===== src/rtl/sseg_scan_if.sv =====
// +----------------------------------------------------------------------------+
// | sseg_scan_if : shadow-load / display-output bundle of sseg_scan_driver     |
// | Rev 1.0                                                                    |
// +----------------------------------------------------------------------------+
`default_nettype none

interface sseg_scan_if #(
  parameter int NUM_DIGITS = 4
) ();
  logic                    load;
  logic [4*NUM_DIGITS-1:0] value_in;
  logic [NUM_DIGITS-1:0]   dp_in;
  logic                    en;
  logic                    lzb;
  logic [3:0]              hex_out;
  logic                    dp_out;
  logic [NUM_DIGITS-1:0]   an;
  logic                    slot_tick;

  modport master (
    output load, value_in, dp_in, en, lzb,
    input  hex_out, dp_out, an, slot_tick
  );

  modport slave (
    input  load, value_in, dp_in, en, lzb,
    output hex_out, dp_out, an, slot_tick
  );
endinterface

`default_nettype wire


===== src/rtl/sseg_scan_driver.sv =====
// +----------------------------------------------------------------------------+
// | sseg_scan_driver : time-multiplexed seven-segment scan controller with     |
// | anti-ghost blanking and leading-zero suppression.              Rev 1.0     |
// +----------------------------------------------------------------------------+
`default_nettype none

module sseg_scan_driver #(
  parameter int NUM_DIGITS    = 4,
  parameter int SCAN_DIV      = 100000,
  parameter int BLANK_CYC     = 16,
  parameter int AN_ACTIVE_LOW = 0
) (
  input wire          clk,
  input wire          rst_n,
  sseg_scan_if.slave  bus
);

  localparam int c_pw = (SCAN_DIV > 1) ? $clog2(SCAN_DIV) : 1;
  localparam int c_sw = (NUM_DIGITS > 1) ? $clog2(NUM_DIGITS) : 1;

  localparam logic [c_pw-1:0] c_presc_last = c_pw'(SCAN_DIV - 1);
  localparam logic [c_pw-1:0] c_blank      = c_pw'(BLANK_CYC);
  localparam logic [c_sw-1:0] c_sel_last   = c_sw'(NUM_DIGITS - 1);

  logic [4*NUM_DIGITS-1:0] r_value;
  logic [NUM_DIGITS-1:0]   r_dp;
  logic [c_pw-1:0]         r_presc;
  logic [c_sw-1:0]         r_sel;

  logic                    w_tick;
  logic [NUM_DIGITS-1:0]   w_blank;
  logic [NUM_DIGITS:1]     w_zero_from;
  logic [3:0]              w_hex;
  logic                    w_dp;
  logic                    w_blank_cur;
  logic                    w_an_on;
  logic [NUM_DIGITS-1:0]   w_an_hot;

  assign w_tick = bus.en & (r_presc == c_presc_last);

  // Shadow capture is independent of en so data can be staged while dark.
  always_ff @(posedge clk or negedge rst_n) begin
    if (!rst_n) begin
      r_value <= '0;
      r_dp    <= '0;
    end else if (bus.load) begin
      r_value <= bus.value_in;
      r_dp    <= bus.dp_in;
    end
  end

  always_ff @(posedge clk or negedge rst_n) begin
    if (!rst_n) begin
      r_presc <= '0;
      r_sel   <= '0;
    end else if (bus.en) begin
      if (w_tick) begin
        r_presc <= '0;
        r_sel   <= (r_sel == c_sel_last) ? '0 : r_sel + 1'b1;
      end else begin
        r_presc <= r_presc + 1'b1;
      end
    end
  end

  // w_zero_from[i]: nibbles i..NUM_DIGITS-1 are all zero.
  assign w_zero_from[NUM_DIGITS] = 1'b1;
  assign w_blank[0]              = 1'b0;

  genvar gi;
  generate
    for (gi = 1; gi < NUM_DIGITS; gi++) begin : g_lz
      assign w_zero_from[gi] = (r_value[4*gi +: 4] == 4'h0) & w_zero_from[gi+1];
      assign w_blank[gi]     = bus.lzb & w_zero_from[gi] & ~r_dp[gi];
    end
  endgenerate

  always_comb begin
    w_hex       = 4'h0;
    w_dp        = 1'b0;
    w_blank_cur = 1'b0;
    for (int i = 0; i < NUM_DIGITS; i++) begin
      if (r_sel == c_sw'(i)) begin
        w_hex       = r_value[4*i +: 4];
        w_dp        = r_dp[i];
        w_blank_cur = w_blank[i];
      end
    end
  end

  // rst_n gating keeps the digits dark during reset even with BLANK_CYC = 0.
  assign w_an_on = rst_n & bus.en & (r_presc >= c_blank) & ~w_blank_cur;

  always_comb begin
    w_an_hot = '0;
    for (int i = 0; i < NUM_DIGITS; i++) begin
      if (r_sel == c_sw'(i)) begin
        w_an_hot[i] = w_an_on;
      end
    end
  end

  generate
    if (AN_ACTIVE_LOW != 0) begin : g_an_low
      assign bus.an = ~w_an_hot;
    end else begin : g_an_high
      assign bus.an = w_an_hot;
    end
  endgenerate

  assign bus.hex_out   = w_hex;
  assign bus.dp_out    = w_dp;
  assign bus.slot_tick = w_tick;

endmodule

`default_nettype wire

===== src/flat_wrapper.sv =====
// flat-port wrapper written by rule: the top's interface ports become plain ports
module sseg_scan_driver_flat 
#(
  parameter int NUM_DIGITS    = 4,
  parameter int SCAN_DIV      = 100000,
  parameter int BLANK_CYC     = 16,
  parameter int AN_ACTIVE_LOW = 0
)
  (clk, rst_n, bus_load, bus_value_in, bus_dp_in, bus_en, bus_lzb, bus_hex_out, bus_dp_out, bus_an, bus_slot_tick);
  sseg_scan_if #(.NUM_DIGITS(NUM_DIGITS)) bus_i ();
  input wire clk;
  input wire rst_n;
  input wire logic [$bits(bus_i.load)-1:0] bus_load;
  input wire logic [$bits(bus_i.value_in)-1:0] bus_value_in;
  input wire logic [$bits(bus_i.dp_in)-1:0] bus_dp_in;
  input wire logic [$bits(bus_i.en)-1:0] bus_en;
  input wire logic [$bits(bus_i.lzb)-1:0] bus_lzb;
  output wire logic [$bits(bus_i.hex_out)-1:0] bus_hex_out;
  output wire logic [$bits(bus_i.dp_out)-1:0] bus_dp_out;
  output wire logic [$bits(bus_i.an)-1:0] bus_an;
  output wire logic [$bits(bus_i.slot_tick)-1:0] bus_slot_tick;
  assign bus_i.load = bus_load;
  assign bus_i.value_in = bus_value_in;
  assign bus_i.dp_in = bus_dp_in;
  assign bus_i.en = bus_en;
  assign bus_i.lzb = bus_lzb;
  assign bus_hex_out = bus_i.hex_out;
  assign bus_dp_out = bus_i.dp_out;
  assign bus_an = bus_i.an;
  assign bus_slot_tick = bus_i.slot_tick;
  sseg_scan_driver #(.NUM_DIGITS(NUM_DIGITS), .SCAN_DIV(SCAN_DIV), .BLANK_CYC(BLANK_CYC), .AN_ACTIVE_LOW(AN_ACTIVE_LOW)) u_core (.clk(clk), .rst_n(rst_n), .bus(bus_i));
endmodule

===== config.mk =====
export PLATFORM = sky130hd
export DESIGN_NAME = sseg_scan_driver_flat
export DESIGN_NICKNAME = d
export VERILOG_FILES = /design/src/rtl/sseg_scan_if.sv /design/src/rtl/sseg_scan_driver.sv /design/src/flat_wrapper.sv
export SDC_FILE = /design/constraint.sdc
export NUM_CORES = 1
export LEC_CHECK = 0
export ABC_AREA = 1
export BUFFER_PORTS_ARGS = -buffer_cell sky130_fd_sc_hd__buf_2
export CAP_MARGIN = 20
export CORE_MARGIN = 2
export CORE_UTILIZATION = 40
export DETAILED_ROUTE_END_ITERATION = 8
export GPL_ROUTABILITY_DRIVEN = 1
export GPL_TIMING_DRIVEN = 0
export PLACE_DENSITY_LB_ADDON = 0.12
export SYNTH_ARGS = -nofsm -noshare
export SYNTH_HDL_FRONTEND = slang
export SYNTH_SLANG_ARGS = --single-unit

===== constraint.sdc =====
create_clock -name clk -period 2.1 [get_ports clk]
set_input_delay 0.315 -clock clk [delete_from_list [all_inputs] [get_ports clk]]
set_output_delay 0.315 -clock clk [all_outputs]
set_load 0.03 [all_outputs]

## Word-level counts from Yosys, hierarchy flattened

Cells that the tools add are included.

- Add/subtract/negate cells: 2
- Multiply operators: 0
- Div/mod/pow operators: 0
- Order comparisons: 1
- Equality and inequality tests: 4
- Shift operators: 0
- Muxes and demuxes: 17
- Bitwise gates (word level): 16
- Reduce and logical (&&, ||, !) cells: 5

Operators with widths:

| cell | number |
|---|---|
| 17-bit by 1-bit adder with 17-bit output (second input constant) | 1 |
| 17-bit equality test (second input constant) | 1 |
| 17-bit by 5-bit greater-or-equal comparator with 1-bit output (second input constant) | 1 |
| 17-bit two-way mux | 1 |
| 4-bit two-way mux | 4 |
| 1-bit AND | 12 |
| 4-bit zero test | 3 |
| 1-bit two-way mux | 11 |
| 2-bit equality test (second input constant) | 2 |
| 1-bit inverter | 4 |
| 2-bit by 1-bit adder with 2-bit output (second input constant) | 1 |
| 2-bit by 1-bit equality test with 1-bit output (second input constant) | 1 |
| 2-bit zero test | 1 |
| 2-bit two-way mux | 1 |
| 2-bit AND reduction | 1 |

- Flip-flop bits (word level): 39
- Bits in latches: 0
- RAM bits: 0
- Bits in read-only memories: 0
- Input bits: 25
- Output and inout bits: 10
- Logic and storage cells: 49
- Memories: 0

## Depth between registers and ports, before layout

- Word-level depth: 11
- Depth in mapped cells: 11
- Depth with buffers taken out: 11

## Worst setup path after synthesis

OpenSTA, ideal clock, no wires.

- Kind: reg2out
- From: register u_core.r_sel[1]
- To: output bus_an[0]
- Arrival time: 1.521 ns
- Required time: 1.785 ns
- Path slack: 0.264 ns
- Stages on the path, launching flop included: 12
- Cells stage by stage: dfrtp_1 > inv_1 > ha_1 > inv_2 > nor2_1 > nand3_1 > nand2_1 > nand2_1 > nand2_1 > nand2_1 > nand2_1 > nor2_1

- Word-level cells in the longest chain between the ends: 7
- Elaborated cells on any way between the ends: 10

Ends and longest elaborated chain:

| item | RTL line | RTL |
|---|---|---|
| from (decl) | sseg_scan_driver.sv:28 | `logic [c_sw-1:0] r_sel;` |
| from (signal assigned) | sseg_scan_driver.sv:59 | `r_sel <= (r_sel == c_sel_last) ? '0 : r_sel + 1'b1;` |
| 2-bit by 1-bit equality test with 1-bit output | sseg_scan_driver.sv:83 | `if (r_sel == c_sw'(i)) begin` |
| 1-bit two-way mux (3 in a row) | sseg_scan_driver.sv:83 |  |
| 1-bit inverter | sseg_scan_driver.sv:92 | `assign w_an_on = rst_n & bus.en & (r_presc >= c_blank) & ~w_blank_cur;` |
| 1-bit AND | sseg_scan_driver.sv:92 |  |
| 1-bit two-way mux * | sseg_scan_driver.sv:97 | `if (r_sel == c_sw'(i)) begin` |
| to (decl) | flat_wrapper.sv:20 | `output wire logic [$bits(bus_i.an)-1:0] bus_an;` |

Mark *: on every way between the ends. The rest lies on a longest branch, timed or not.

## Final worst setup path

- From: register u_core.r_sel[1]
- To: output bus_hex_out[1]

- Word-level cells in the longest chain between the ends: 5
- Elaborated cells on any way between the ends: 8

Ends and longest elaborated chain:

| item | RTL line | RTL |
|---|---|---|
| 2-bit zero test | sseg_scan_driver.sv:83 |  |
| 4-bit two-way mux (3 in a row) | sseg_scan_driver.sv:83 |  |
| 4-bit two-way mux * | sseg_scan_driver.sv:83 |  |
| to (decl) | flat_wrapper.sv:18 | `output wire logic [$bits(bus_i.hex_out)-1:0] bus_hex_out;` |

Marks and branches as above.

==> impl_results.md <==
- Worst EP required: 1.78 ns
- Largest fanout on the critical path: 7
- Relative slew slack: 63.71%
- Synthesized area: 0.002245 sq mm
- Routed Antenna Nets: 0
- Delay-heaviest family, CP: buffers and inverters
- Met2 wire len: 2553 um
- Die ar.: 0.006227 sq mm
- Arrival time at the worst endpoint: 1.74 ns
- Vias in the first global route: 1870
- M1 wire length: 2315 um
- Top cell type's share of synthesized area: 43.48%
- CTS tree: done
- Cell Pwr Density: 688.1 mW/mm^2
- Fin crit share: 98.05%
- Num CTS Buffers: 5
- Sum of buffers and inverters on the critical path: 4
- Syn Nets: 325
- Area growth, synth to finish: 22.91%
- Worst Setup Slack, final: 0.04085 ns
- CTS Hold Bufs: 0
- H-tree levels: 2
- Cell taking the most area after synthesis: dfrtp_1
- Unrepaired setup endpoints after global routing: yes
- Final setup viols: 0
- CP Class: reg -> out
- Largest net degree at the start of global routing: 41
- CTS Root Cell: clkbuf_8
- Antenna violations before repair: 0
- Dominant cells by area after synthesis: dfrtp_1 43%, nand2_1 9.7%, nor2_1 7.7%, inv_1 7.0%, nand3_1 4.9%
- VDD IR-drop max: 0.0003723 V
- Core Area: 0.005473 sq mm
- DIE WIDTH: 78.91 um
- Yosys reg bits: 39
- Total track usage: 18.23%
- Detail Placement HPWL: 3825 um
- Drt drc: 0
- Initial DRT Pass Iterations: 4
- Multi-input logic area: 0.001132 sq mm
- Final hold viol count: 0
- Pre-CTS setup slack: -0.05719 ns
- CP endpoint kind: primary output
- Max-cap check violation count: 0
- Skew final: 0.006552 ns
- Tmin final: 2.059 ns
- F_max: 0.4856 GHz
- Antenna fix cells: 0
- Final net count: 370
- Setup tns final: 0 ns
- Share of layout cells above drive strength 1: 25.59%
- Critical Path Start Type: register
- Initial drt markers: 67
- Synth warn: 0
- Highest Signal Layer: met4
- Global-route wire length before repair: 8845 um
- Crit-path cells: inv_2 -> ha_4 -> inv_6 -> buf_4 -> o211ai_1 -> o211ai_1 -> o21ai_0 -> buf_4
- Mapped Avg Cell Area: 7.635 sq um
- Clock Latency Late Sink: 0.29 ns
- Chip Height: 78.91 um
- WL per Instance: 12.75 um
- CTS Sinks: 39
- Starting Density: 41.02%
- Clock slew at reported path FFs: 0.08 ns
- Pleak: 1.363 nW
- Sequential-to-total area share from yosys stat: 43.48%
- Routed WL: 5254 um
- Clock Tree Buf Depth: 2
- Count of cell types in the netlist: 26
- Boundary Pins: 35
- Routability cong.: 0.8777
- Met3 Wirelength: 273 um
- Total gr overflow: 0
- Status: completed
- Layout fillers: 586
- Slew Viols, Final: 0
- Vias/cell: 4.869
- Count of input and output buffers: 33
- # rows: 27
- Routed vias: 2006
- Worst Tran Pin Value: 0.5443 ns
- Crit path max-delay cell type: dfrtp_1
- Hold Path Class: in -> async
- FF/Latch Area: 977.2 sq um
- Mapped Cells: 294
- Slowest stage delay, CP: 0.41 ns
-- per-layer routing --
metal | up-vias | GRT usage, %
met2 | 46 | 29.49
met3 | 8 | 3.864
met4 | 0 | 7.241
met1 | 928 | 23.96
met5 | - | 0
li1 | 1024 | -
-- cells in the mapped netlist (all sizes together) --
library cell and count:
a21oi 4, buf 5, clkbuf 3, clkinv 1
dfrtp 39, ha 6, inv 43, mux2 9
nand2 60, nand3 22, nand4 8, nor2 52
nor3 4, o211ai 9, o21a 1, o21ai 21
o31ai 1, or2 1, xor2 5
-- final cells by class --
| class | count | share of cell area [%] |
|---|---|---|
| Sequential cell | 39 | 35.42 |
| Timing Repair Buffer | 38 | 8.526 |
| Clock inverter | 1 | 0.2721 |
| Multi-Input combinational cell | 203 | 41.04 |
| Inverter | 44 | 6.440 |
| Clock buffer | 7 | 3.492 |
| Buffer | 8 | 1.542 |
| Tap cell | 72 | 3.265 |
-- cell families (layout without fill, tap and decap cells) --
| logic type | after synthesis | count (layout) | share of synthesized area (%) |
|---|---|---|---|
| and+or+nand+nor | 147 | 147 | 28.37 |
| buffers and inverters | 52 | 98 | 9.086 |
| DFF | 39 | 39 | 43.48 |
| AOI/OAI and AO/OA | 36 | 36 | 9.253 |
| muxes | 9 | 9 | 4.515 |
| adders and majority gates | 6 | 6 | 3.344 |
| xor gates and xnor gates | 5 | 5 | 1.951 |
-- power by group --
group / total [mW] / internal, mW / switching [mW]
clock: 0.566 / 0.299 / 0.267
combinational: 0.403 / 0.158 / 0.245
sequential: 0.929 / 0.844 / 0.0848
total: 1.90 / 1.30 / 0.597
-- sequential cells by signal (all words and copies together), names as in the netlist --
register	flops
u_core.r_value	16
u_core.r_sel	2
u_core.r_dp	4
u_core.r_presc	17
-- through the flow --
step | util [%] | cell area, sq um | std cells | power [mW] | hold slack, ns
after detailed placement | 45.68 | 2500 | 399 | 1.338 | 0.4946
after global placement | 45.68 | 2500 | 399 | 1.331 | 0.4945
after global routing | 50.41 | 2759 | 412 | 2.030 | 0.07343
after CTS | 48.83 | 2673 | 410 | 1.925 | 0.1671
after floorplan | - | 2245 | 294 | 1.212 | 0.01941
final | 50.41 | 2759 | 412 | 1.898 | 0.01675
-- repair_timing --
action / CTS / global route
endpoints found under the setup margin: 9 / 9
gates resized for setup: 17 / 24
pin swaps: 0 / 5
setup buffers: 3 / 2
-- cell usage in the layout, fill, tap and decap left out, types with 5 or more instances in the layout --
| cell type | count |
|---|---|
| nand2_1 | 56 |
| nor2_1 | 44 |
| inv_1 | 39 |
| dfrtp_1 | 38 |
| buf_2 | 27 |
| nand3_1 | 20 |
| o21ai_0 | 17 |
| buf_4 | 14 |
| o211ai_1 | 9 |
| mux2_2 | 9 |
| nand4_1 | 8 |
| nor2_2 | 7 |
| clkbuf_8 | 7 |
| xor2_1 | 5 |
-- worst paths after layout --
kind | from | endpoint | slack, ns | depth (start not counted)
min | rst_n | u_core.r_value[3] | 0.02 | 1
min reg2reg | u_core.r_value[0] | u_core.r_value[0] | 0.52 | 1
min in group clk | bus_value_in[14] | u_core.r_value[14] | 0.23 | 3
max in group asynchronous | rst_n | u_core.r_sel[0] | 1.67 | 1
max reg2reg | u_core.r_presc[1] | u_core.r_presc[14] | 0.60 | 8
max | u_core.r_sel[1] | bus_hex_out[1] | 0.04 | 8
Note: power is estimated with default switching activity, not from simulation.
